[src/rtl/la_iopwr_seq_pkg.sv]
// Shared types and constants for the io-ring power-up sequencer.
package la_iopwr_seq_pkg;

    localparam int STATE_W = 3;

    typedef enum logic [STATE_W-1:0] {
        IDLE  = 3'd0,
        CWAIT = 3'd1,
        RAMP  = 3'd2,
        ON    = 3'd3,
        FAULT = 3'd4
    } state_e;

endpackage

[src/rtl/la_iopwr_debounce.sv]
// Supply-good conditioning: a multi-flop synchronizer followed by a
// saturating qualification counter. Loss is reported straight from the
// synchronizer output so teardown is not delayed by the debounce window.
module la_iopwr_debounce #(
    parameter int SYNCW    = 2,
    parameter int DEBOUNCE = 16
) (
    input  logic clk,
    input  logic nreset,
    input  logic in,
    output logic stable,
    output logic lost
);

    localparam int               CNT_W   = $clog2(DEBOUNCE + 1);
    localparam logic [CNT_W-1:0] CNT_MAX = CNT_W'(DEBOUNCE);

    logic [SYNCW-1:0] r_sync;
    logic [CNT_W-1:0] r_cnt;
    logic             w_synced;

    assign w_synced = r_sync[SYNCW-1];

    // Shift the asynchronous supply indication into the clk domain.
    always_ff @(posedge clk or negedge nreset) begin
        if (!nreset) begin
            r_sync <= '0;
        end else begin
            r_sync <= {r_sync[SYNCW-2:0], in};
        end
    end

    // Count consecutive synced-high cycles, holding at the qualification value.
    always_ff @(posedge clk or negedge nreset) begin
        if (!nreset) begin
            r_cnt <= '0;
        end else if (!w_synced) begin
            r_cnt <= '0;
        end else if (r_cnt != CNT_MAX) begin
            r_cnt <= r_cnt + CNT_W'(1);
        end
    end

    assign stable = (r_cnt == CNT_MAX);
    assign lost   = ~w_synced;

endmodule

[src/rtl/la_iopwr_seq.sv]
// Io-ring power-up sequencer: waits for the io then the core supply to be
// stable, enables pad groups one at a time, releases core reset last, and
// tears everything down in one edge when a supply drops while powered.
//
//   state | meaning
//   IDLE  | waiting for io supply to be stable
//   CWAIT | io stable, waiting for core supply
//   RAMP  | enabling pad groups, one per step
//   ON    | all groups enabled, core reset released
//   FAULT | supply lost while powered; waits for fault_clr
module la_iopwr_seq
    import la_iopwr_seq_pkg::*;
#(
    parameter int NGROUP   = 4,
    parameter int DEBOUNCE = 16,
    parameter int STEP     = 8,
    parameter int SYNCW    = 2
) (
    input  logic               clk,
    input  logic               nreset,
    input  logic               vddio_ok,
    input  logic               vdd_ok,
    input  logic               fault_clr,
    output logic [NGROUP-1:0]  ioring_en,
    output logic               core_nreset,
    output logic               pwr_good,
    output logic               fault,
    output logic [STATE_W-1:0] state
);

    localparam int              STEP_W    = $clog2(STEP + 1);
    localparam int              GRP_W     = $clog2(NGROUP + 1);
    localparam logic [STEP_W-1:0] STEP_LOAD = STEP_W'(STEP - 1);
    localparam logic [GRP_W-1:0]  GRP_LAST  = GRP_W'(NGROUP);

    logic w_io_stable;
    logic w_io_lost;
    logic w_vdd_stable;
    logic w_vdd_lost;
    logic w_go_fault;

    state_e            r_state;
    logic [NGROUP-1:0] r_ioring_en;
    logic              r_core_nreset;
    logic              r_pwr_good;
    logic              r_fault;
    logic [STEP_W-1:0] r_step;
    logic [GRP_W-1:0]  r_grp;

    la_iopwr_debounce #(
        .SYNCW    (SYNCW),
        .DEBOUNCE (DEBOUNCE)
    ) u_db_io (
        .clk    (clk),
        .nreset (nreset),
        .in     (vddio_ok),
        .stable (w_io_stable),
        .lost   (w_io_lost)
    );

    la_iopwr_debounce #(
        .SYNCW    (SYNCW),
        .DEBOUNCE (DEBOUNCE)
    ) u_db_vdd (
        .clk    (clk),
        .nreset (nreset),
        .in     (vdd_ok),
        .stable (w_vdd_stable),
        .lost   (w_vdd_lost)
    );

    // Loss while powered (or io loss while waiting on core) beats any step advance.
    always_comb begin
        w_go_fault = 1'b0;
        if ((r_state == RAMP) || (r_state == ON)) begin
            w_go_fault = w_io_lost | w_vdd_lost;
        end else if (r_state == CWAIT) begin
            w_go_fault = w_io_lost;
        end
    end

    // Sequencer FSM; outputs are written on the same edge as the state change.
    always_ff @(posedge clk or negedge nreset) begin
        if (!nreset) begin
            r_state       <= IDLE;
            r_ioring_en   <= '0;
            r_core_nreset <= 1'b0;
            r_pwr_good    <= 1'b0;
            r_fault       <= 1'b0;
            r_step        <= '0;
            r_grp         <= '0;
        end else if (w_go_fault) begin
            r_state       <= FAULT;
            r_ioring_en   <= '0;
            r_core_nreset <= 1'b0;
            r_pwr_good    <= 1'b0;
            r_fault       <= 1'b1;
            r_step        <= '0;
            r_grp         <= '0;
        end else begin
            case (r_state)
                IDLE: begin
                    if (w_io_stable) begin
                        r_state <= CWAIT;
                    end
                end
                CWAIT: begin
                    if (w_vdd_stable) begin
                        r_state     <= RAMP;
                        r_ioring_en <= NGROUP'(1);
                        r_grp       <= GRP_W'(1);
                        r_step      <= STEP_LOAD;
                    end
                end
                RAMP: begin
                    if (r_step != '0) begin
                        r_step <= r_step - STEP_W'(1);
                    end else if (r_grp == GRP_LAST) begin
                        // Final step elapsed after the last group: release core.
                        r_state       <= ON;
                        r_core_nreset <= 1'b1;
                        r_pwr_good    <= 1'b1;
                        r_grp         <= '0;
                    end else begin
                        // Groups fill from bit 0 upward, so a shift-in of 1 enables the next one.
                        r_ioring_en <= (r_ioring_en << 1) | NGROUP'(1);
                        r_grp       <= r_grp + GRP_W'(1);
                        r_step      <= STEP_LOAD;
                    end
                end
                ON: begin
                    r_state <= ON;
                end
                FAULT: begin
                    if (fault_clr) begin
                        r_state <= IDLE;
                        r_fault <= 1'b0;
                    end
                end
                default: begin
                    r_state       <= IDLE;
                    r_ioring_en   <= '0;
                    r_core_nreset <= 1'b0;
                    r_pwr_good    <= 1'b0;
                    r_fault       <= 1'b0;
                    r_step        <= '0;
                    r_grp         <= '0;
                end
            endcase
        end
    end

    assign ioring_en   = r_ioring_en;
    assign core_nreset = r_core_nreset;
    assign pwr_good    = r_pwr_good;
    assign fault       = r_fault;
    assign state       = r_state;

endmodule
[config.mk]
export PLATFORM = sky130hd
export DESIGN_NAME = la_iopwr_seq
export DESIGN_NICKNAME = d
export VERILOG_FILES = /design/src/rtl/la_iopwr_seq_pkg.sv /design/src/rtl/la_iopwr_debounce.sv /design/src/rtl/la_iopwr_seq.sv
export SDC_FILE = /design/constraint.sdc
export NUM_CORES = 1
export LEC_CHECK = 0
export ABC_AREA = 1
export BUFFER_PORTS_ARGS = -buffer_cell sky130_fd_sc_hd__buf_2
export CORE_MARGIN = 4
export CORE_UTILIZATION = 52
export CTS_CLUSTER_SIZE = 10
export DETAILED_ROUTE_END_ITERATION = 7
export PLACE_DENSITY = 0.74
export SLEW_MARGIN = 10
export SYNTH_ARGS = -nofsm -noshare
export SYNTH_HDL_FRONTEND = slang
export SYNTH_SLANG_ARGS = --single-unit
[constraint.sdc]
create_clock -name clk -period 1.4 [get_ports clk]
set_input_delay 0.14 -clock clk [delete_from_list [all_inputs] [get_ports clk]]
set_output_delay 0.14 -clock clk [all_outputs]
set_load 0.1 [all_outputs]
# ---- Word-level counts from Yosys, hierarchy flattened
# Cells that the tools add are included.
dict set report totals {
  ff_bits 30
  in_bits 5
  out_inout_bits 10
  elab_cells 85
}
dict set report op_classes {
  add_sub_neg 4
  eq_ne 21
  n_mux 35
  bitwise 3
  n_reduce_logical 12
}
# operator count
set op_table {}
lappend op_table {{4-bit two-way mux} 8}
lappend op_table {{3-bit two-way mux} 10}
lappend op_table {{4-bit case mux with 3 select lines} 2}
lappend op_table {{5-bit two-way mux} 4}
lappend op_table {{3-bit case mux with 5 select lines} 1}
lappend op_table {{5-bit by 1-bit adder with 5-bit output, second input constant} 2}
lappend op_table {{5-bit equality test, second input constant} 2}
lappend op_table {{5-bit inequality test, second input constant} 2}
lappend op_table {{3-bit by 2-bit inequality test with 1-bit output, second input constant} 3}
lappend op_table {{3-bit inequality test, second input constant} 3}
lappend op_table {{3-bit case mux with 3 select lines} 1}
lappend op_table {{3-bit AND reduction} 3}
lappend op_table {{4-bit OR reduction} 2}
lappend op_table {{1-bit two-way mux} 7}
lappend op_table {{3-bit by 2-bit equality test with 1-bit output, second input constant} 2}
lappend op_table {{3-bit equality test, second input constant} 2}
lappend op_table {{2-bit by 1-bit inequality test with 1-bit output, second input constant} 3}
lappend op_table {{5-bit AND reduction} 1}
lappend op_table {{2-bit inequality test, second input constant} 2}
lappend op_table {{4-bit inequality test, second input constant} 1}
lappend op_table {{1-bit case mux with 2 select lines} 2}
lappend op_table {{4-bit AND reduction} 1}
lappend op_table {{4-bit nonzero test} 1}
lappend op_table {{4-bit by 1-bit subtractor with 4-bit output, second input constant} 1}
lappend op_table {{8 further kinds} 9}

# ---- Longest topological paths before layout
dict set report logic_depth {
  depth_word 5
  mapped_depth 11
}

# ---- By module
# Synthesis repeated with hierarchy kept, for this count alone.
dict set report hier_totals {
  hier_cells 214
  area_unflattened_um2 1760.4
}
# mod n_inst cells_each area_per_inst_um2
set by_module_without_submodules {}
lappend by_module_without_submodules {la_iopwr_seq 1 136 1092.3}
lappend by_module_without_submodules {la_iopwr_debounce 2 39 334.1}

# ---- Worst setup path before layout
# OpenSTA, ideal clock, no wires.
dict set report synth_timing {
  kind {register to register}
  from {register r_state[0] (netlist: state[0])}
  to {register r_ioring_en[0] (netlist: ioring_en[0])}
  setup_time_ps 122
  t_arrival_ps 1954
  required_time_ps 1278
  path_slack_ps -676
  stages_incl_launch_ff 10
  n_path_buf 0
  period_less_slack_ps 2076
  cell_sequence {dfrtp_1 inv_1 nor2_2 nand3_1 nand2_4 nor2_4 nor2_4 nand2_2 nand2_1 nand2_1}
}
dict set report synth_via {
  elab_chain_len 5
  elab_cells_between_ends 16
  classes_between {8 x eq/ne; 4 x mux; 4 x reduce/logical}
}
# element line_no
set synth_lines {}
lappend synth_lines {{from (decl)} la_iopwr_seq.sv:42} ;# state_e r_state;
lappend synth_lines {{from (signal assigned)} la_iopwr_seq.sv:85} ;# r_state <= IDLE;
lappend synth_lines {{from (signal assigned)} la_iopwr_seq.sv:93} ;# r_state <= FAULT;
lappend synth_lines {{from (signal assigned)} la_iopwr_seq.sv:104} ;# r_state <= CWAIT;
lappend synth_lines {{3-bit by 1-bit equality test with 1-bit output / 3-bit by 2-bit equality test with 1-bit output (equally long branches)} {la_iopwr_seq.sv:77, la_iopwr_seq.sv:101, la_iopwr_seq.sv:75}}
lappend synth_lines {{1-bit two-way mux / 1-bit logical OR (equally long branches)} {la_iopwr_seq.sv:77, la_iopwr_seq.sv:75}}
lappend synth_lines {{1-bit two-way mux} la_iopwr_seq.sv:75} ;# if ((r_state == RAMP) || (r_state == ON)) begin
lappend synth_lines {{3-bit inequality test (no source line) (tied with other cells)} -}
lappend synth_lines {{4-bit AND reduction (no source line)} -}
lappend synth_lines {{to (signal assigned)} la_iopwr_seq.sv:126} ;# r_ioring_en <= (r_ioring_en << 1) | NGROUP'(1);
lappend synth_lines {{to (decl)} la_iopwr_seq.sv:43} ;# logic [NGROUP-1:0] r_ioring_en;
# Several ways; a longest one is shown, not always the timed one.
# A chain may end at the register's enable or synchronous reset.

# ---- Worst setup path in the final report
dict set report layout_timing {
  from {register u_db_vdd.r_cnt[0]}
  to {register r_step[1]}
}
dict set report layout_via {
  elab_chain_len 3
}
# element line_no
set layout_lines {}
lappend layout_lines {{from (decl)} la_iopwr_debounce.sv:19} ;# logic [CNT_W-1:0] r_cnt;
lappend layout_lines {{from (signal assigned)} la_iopwr_debounce.sv:40} ;# r_cnt <= r_cnt + CNT_W'(1);
lappend layout_lines {{5-bit equality test} la_iopwr_debounce.sv:44} ;# assign stable = (r_cnt == CNT_MAX);
lappend layout_lines {{3-bit by 2-bit inequality test with 1-bit output (no source line)} -}
lappend layout_lines {{3-bit AND reduction (no source line)} -}
lappend layout_lines {{to (signal assigned)} la_iopwr_seq.sv:117} ;# r_step <= r_step - STEP_W'(1);
lappend layout_lines {{to (decl)} la_iopwr_seq.sv:47} ;# logic [STEP_W-1:0] r_step;
# Every way passes these cells.

==> results.json <==
{
  "status": "complete, but fails checks",
  "violations": "negative setup slack",
  "ant_nets": 0,
  "row_count": 20,
  "crit_path_end_kind": "register",
  "io_buffers": 14,
  "start_util_pct": 54.4,
  "grt_pass1_wl_um": 6890,
  "area_delta_synth_final_pct": 44.7,
  "clock_sinks": 30,
  "power.combinational.fraction_pct": 59.0,
  "nets": 285,
  "synthesis.nets": 225,
  "dp_hpwl_um": 2580,
  "antennaDiodeCount": 0,
  "cts_tree": "yes",
  "leakage_nw": 1.23,
  "finalHoldViolations": 0,
  "die_h_um": 64.5,
  "slew_headroom_pct": 67.7,
  "setup_ws_ns": -0.146,
  "grt_pass1_vias": 1596,
  "finalSetupViolCount": 14,
  "cts_buffers": 5,
  "start_kind": "register",
  "skew_ns": 0.0111,
  "switching_share_pct": 47.9,
  "dr_total_vias": 1616,
  "seq_power_share_pct": 27.4,
  "core_sq_mm": 0.00305,
  "clk_latency_ns": 0.34,
  "dpl_cell_area_sq_mm": 0.00200,
  "drv_cap": 0,
  "cts-root-buf": "clkbuf_4",
  "ff2ff_path_depth": 9,
  "net-switching-power_mw": 1.99,
  "path_clk_slew_ns": 0.10,
  "cts_buffer_depth": 2,
  "period_needed_ns": 1.55,
  "ys_types": 24,
  "fin_area_sq_mm": 0.00240,
  "rsz0062_at_grt": "true",
  "critPathMaxFanout": 7,
  "slew_viol_final": 0,
  "gr-total-overflow": 0,
  "route.detailed.wl_per_inst_um": 13.7,
  "cts_max_level": 2,
  "syn-instance-count": 213,
  "syn_area_sq_mm": 0.00166,
  "max_freq_mhz": 647,
  "gp_congestion": 0.837,
  "track_usage_pct": 21.4,
  "hold_path_depth": 4,
  "yosys.area.top_type_share_pct": 45.2,
  "cp.arrival_ns": 1.83,
  "ys_seq_area_share_pct": 45.2,
  "drt-initial-drc-count": 77,
  "hold_class": "input pin to register",
  "path_class": "register to register",
  "clkPwrFrac_pct": 13.6,
  "setup_tns_ns": -1.18,
  "ys_seq_elements": 30,
  "routed_via_density": 5.08,
  "p_per_area_mw_per_mm2": 1720,
  "dr.pass1.iters": 4,
  "antenna_found_initial": 0,
  "internal_power_mw": 2.16,
  "fin_crit_sh_pct": 110,
  "wirelength_um": 4360,
  "io_pins": 15,
  "fp.dieW_um": 64.5,
  "synth_area_leader_cell": "dfrtp_1",
  "ir_worst_vdd_mv": 1.23,
  "worst_pin_slew_ns": 0.488,
  "ys_warn_count": 0,
  "fillers": 203,
  "dieArea_sq_mm": 0.00416,
  "syn_area_per_cell_sq_um": 7.80,
  "dp_slack_ns": -0.160,
  "critical_path_required_ns": 1.68,
  "route.detailed.drc": 0,
  "synth.area.top_cells": "dfrtp_1 45%, nand2_1 14%, nand3_1 6.0%",
  "grt_start_max_net_pins": 16,
  "drive_gt1_share_pct": 43.8
}
## worst max-delay path, stage by stage, from the launching register on
cell and delay (ns):
dfrtp_1 0.39, inv_1 0.06, ha_2 0.17, nand2_2 0.06
nor3_4 0.21, nor2_4 0.10, nor2_4 0.22, buf_4 0.15
nand3b_1 0.06, nand2_1 0.06
## metal layers
metal | global-route usage (%) | share of wire, %
met5 | 0 | 0
met4 | 9.50 | 2.4
met3 | 5.89 | 4.4
met2 | 35.4 | 52
met1 | 26.0 | 41
## cells in the final DEF (no fill, tap or decap), types with 4 or more instances in the layout
master and instances:
o21ai_0 7, nand2_1 48, nor2_4 11, inv_1 19, buf_6 7, dfrtp_1 26, clkbuf_4 5, nand2_2 12
nand3_2 8, a21oi_1 7, nand3_1 12, nor2_1 15, inv_2 6, buf_4 35, buf_2 11, nand2_4 4
inv_4 4, ha_1 5
## cells by family after synthesis
logic type / Yosys count / synth area share (%)
xor+xnor: 4 / 2.11
compound gates: 19 / 5.72
simple gates: 121 / 34.1
buf+inv: 32 / 7.61
flops: 30 / 45.2
fa+ha+maj: 7 / 5.27
## power groups by stage
stage	registers, mW	logic [mW]	clock network (mW)
after detailed placement	1.13	1.76	0
after global placement	1.13	1.74	0
final	1.14	2.44	0.565
after floorplan	1.54	0.858	0
after CTS	1.13	2.05	0.578
after global routing	1.15	2.64	0.619
## cells in the mapped netlist (all sizes together)
| library cell | count |
|---|---|
| nand3 | 21 |
| xor2 | 2 |
| o21ai | 12 |
| nand3b | 1 |
| nor3 | 3 |
| nor2 | 28 |
| buf | 3 |
| inv | 29 |
| xnor2 | 2 |
| nand4 | 3 |
| nand2 | 64 |
| ha | 7 |
| a21oi | 7 |
| or2 | 1 |
| dfrtp | 30 |
## registers in the layout, indices dropped and copies added, names as in the netlist
signal	cells
fault	1
ioring_en	4
pwr_good	1
r_grp	3
r_step	4
state	3
u_db_io.r_cnt	5
u_db_io.r_sync	2
u_db_vdd.r_cnt	5
u_db_vdd.r_sync	2
## final cells by class
class | count | area, sq um | share of cell area [%]
well taps | 44 | 55.1 | 2.29
clock inverters | 2 | 12.5 | 0.521
inverters | 29 | 119 | 4.95
flip-flops and latches | 30 | 763 | 31.8
multi-input cells | 151 | 976 | 40.6
repair buffers | 56 | 427 | 17.8
clock buffers | 6 | 51.3 | 2.13
## stage by stage
step	utilization (%)	hold slack [ns]	instances	power (mW)
floorplan	-	-0.156	213	2.39
global placement	65.4	0.0595	293	2.87
detailed placement	65.4	0.0589	293	2.89
CTS	73.3	0.0819	308	3.76
global route	78.7	0.117	318	4.41
finish	78.7	0.101	318	4.14
## final timing paths
path                                               start                            end  slack (ns)
max                        u_db_vdd.r_cnt[0]$_DFFE_PN0P_          r_step[1]$_DFFE_PN0P_       -0.15
min                                            fault_clr           state[2]$_DFFE_PN0P_        0.10
max reg2reg                u_db_vdd.r_cnt[0]$_DFFE_PN0P_          r_step[1]$_DFFE_PN0P_       -0.15
min reg2reg                 u_db_vdd.r_sync[0]$_DFF_PN0_   u_db_vdd.r_sync[1]$_DFF_PN0_        0.36
max in group asynchronous                         nreset           r_grp[0]$_DFFE_PN0P_        0.71
min in group asynchronous                         nreset  u_db_vdd.r_cnt[3]$_DFFE_PN0P_        0.21
## repair_timing
item	in CTS	in global routing
pin swaps	10	13
hold endpoints to repair	21	0
cloned	0	0
gates resized for setup	34	27
hold buffers	3	0
setup buffers	4	10
setup endpoints to repair	17	19
Note: power is estimated with default switching activity, not from simulation.
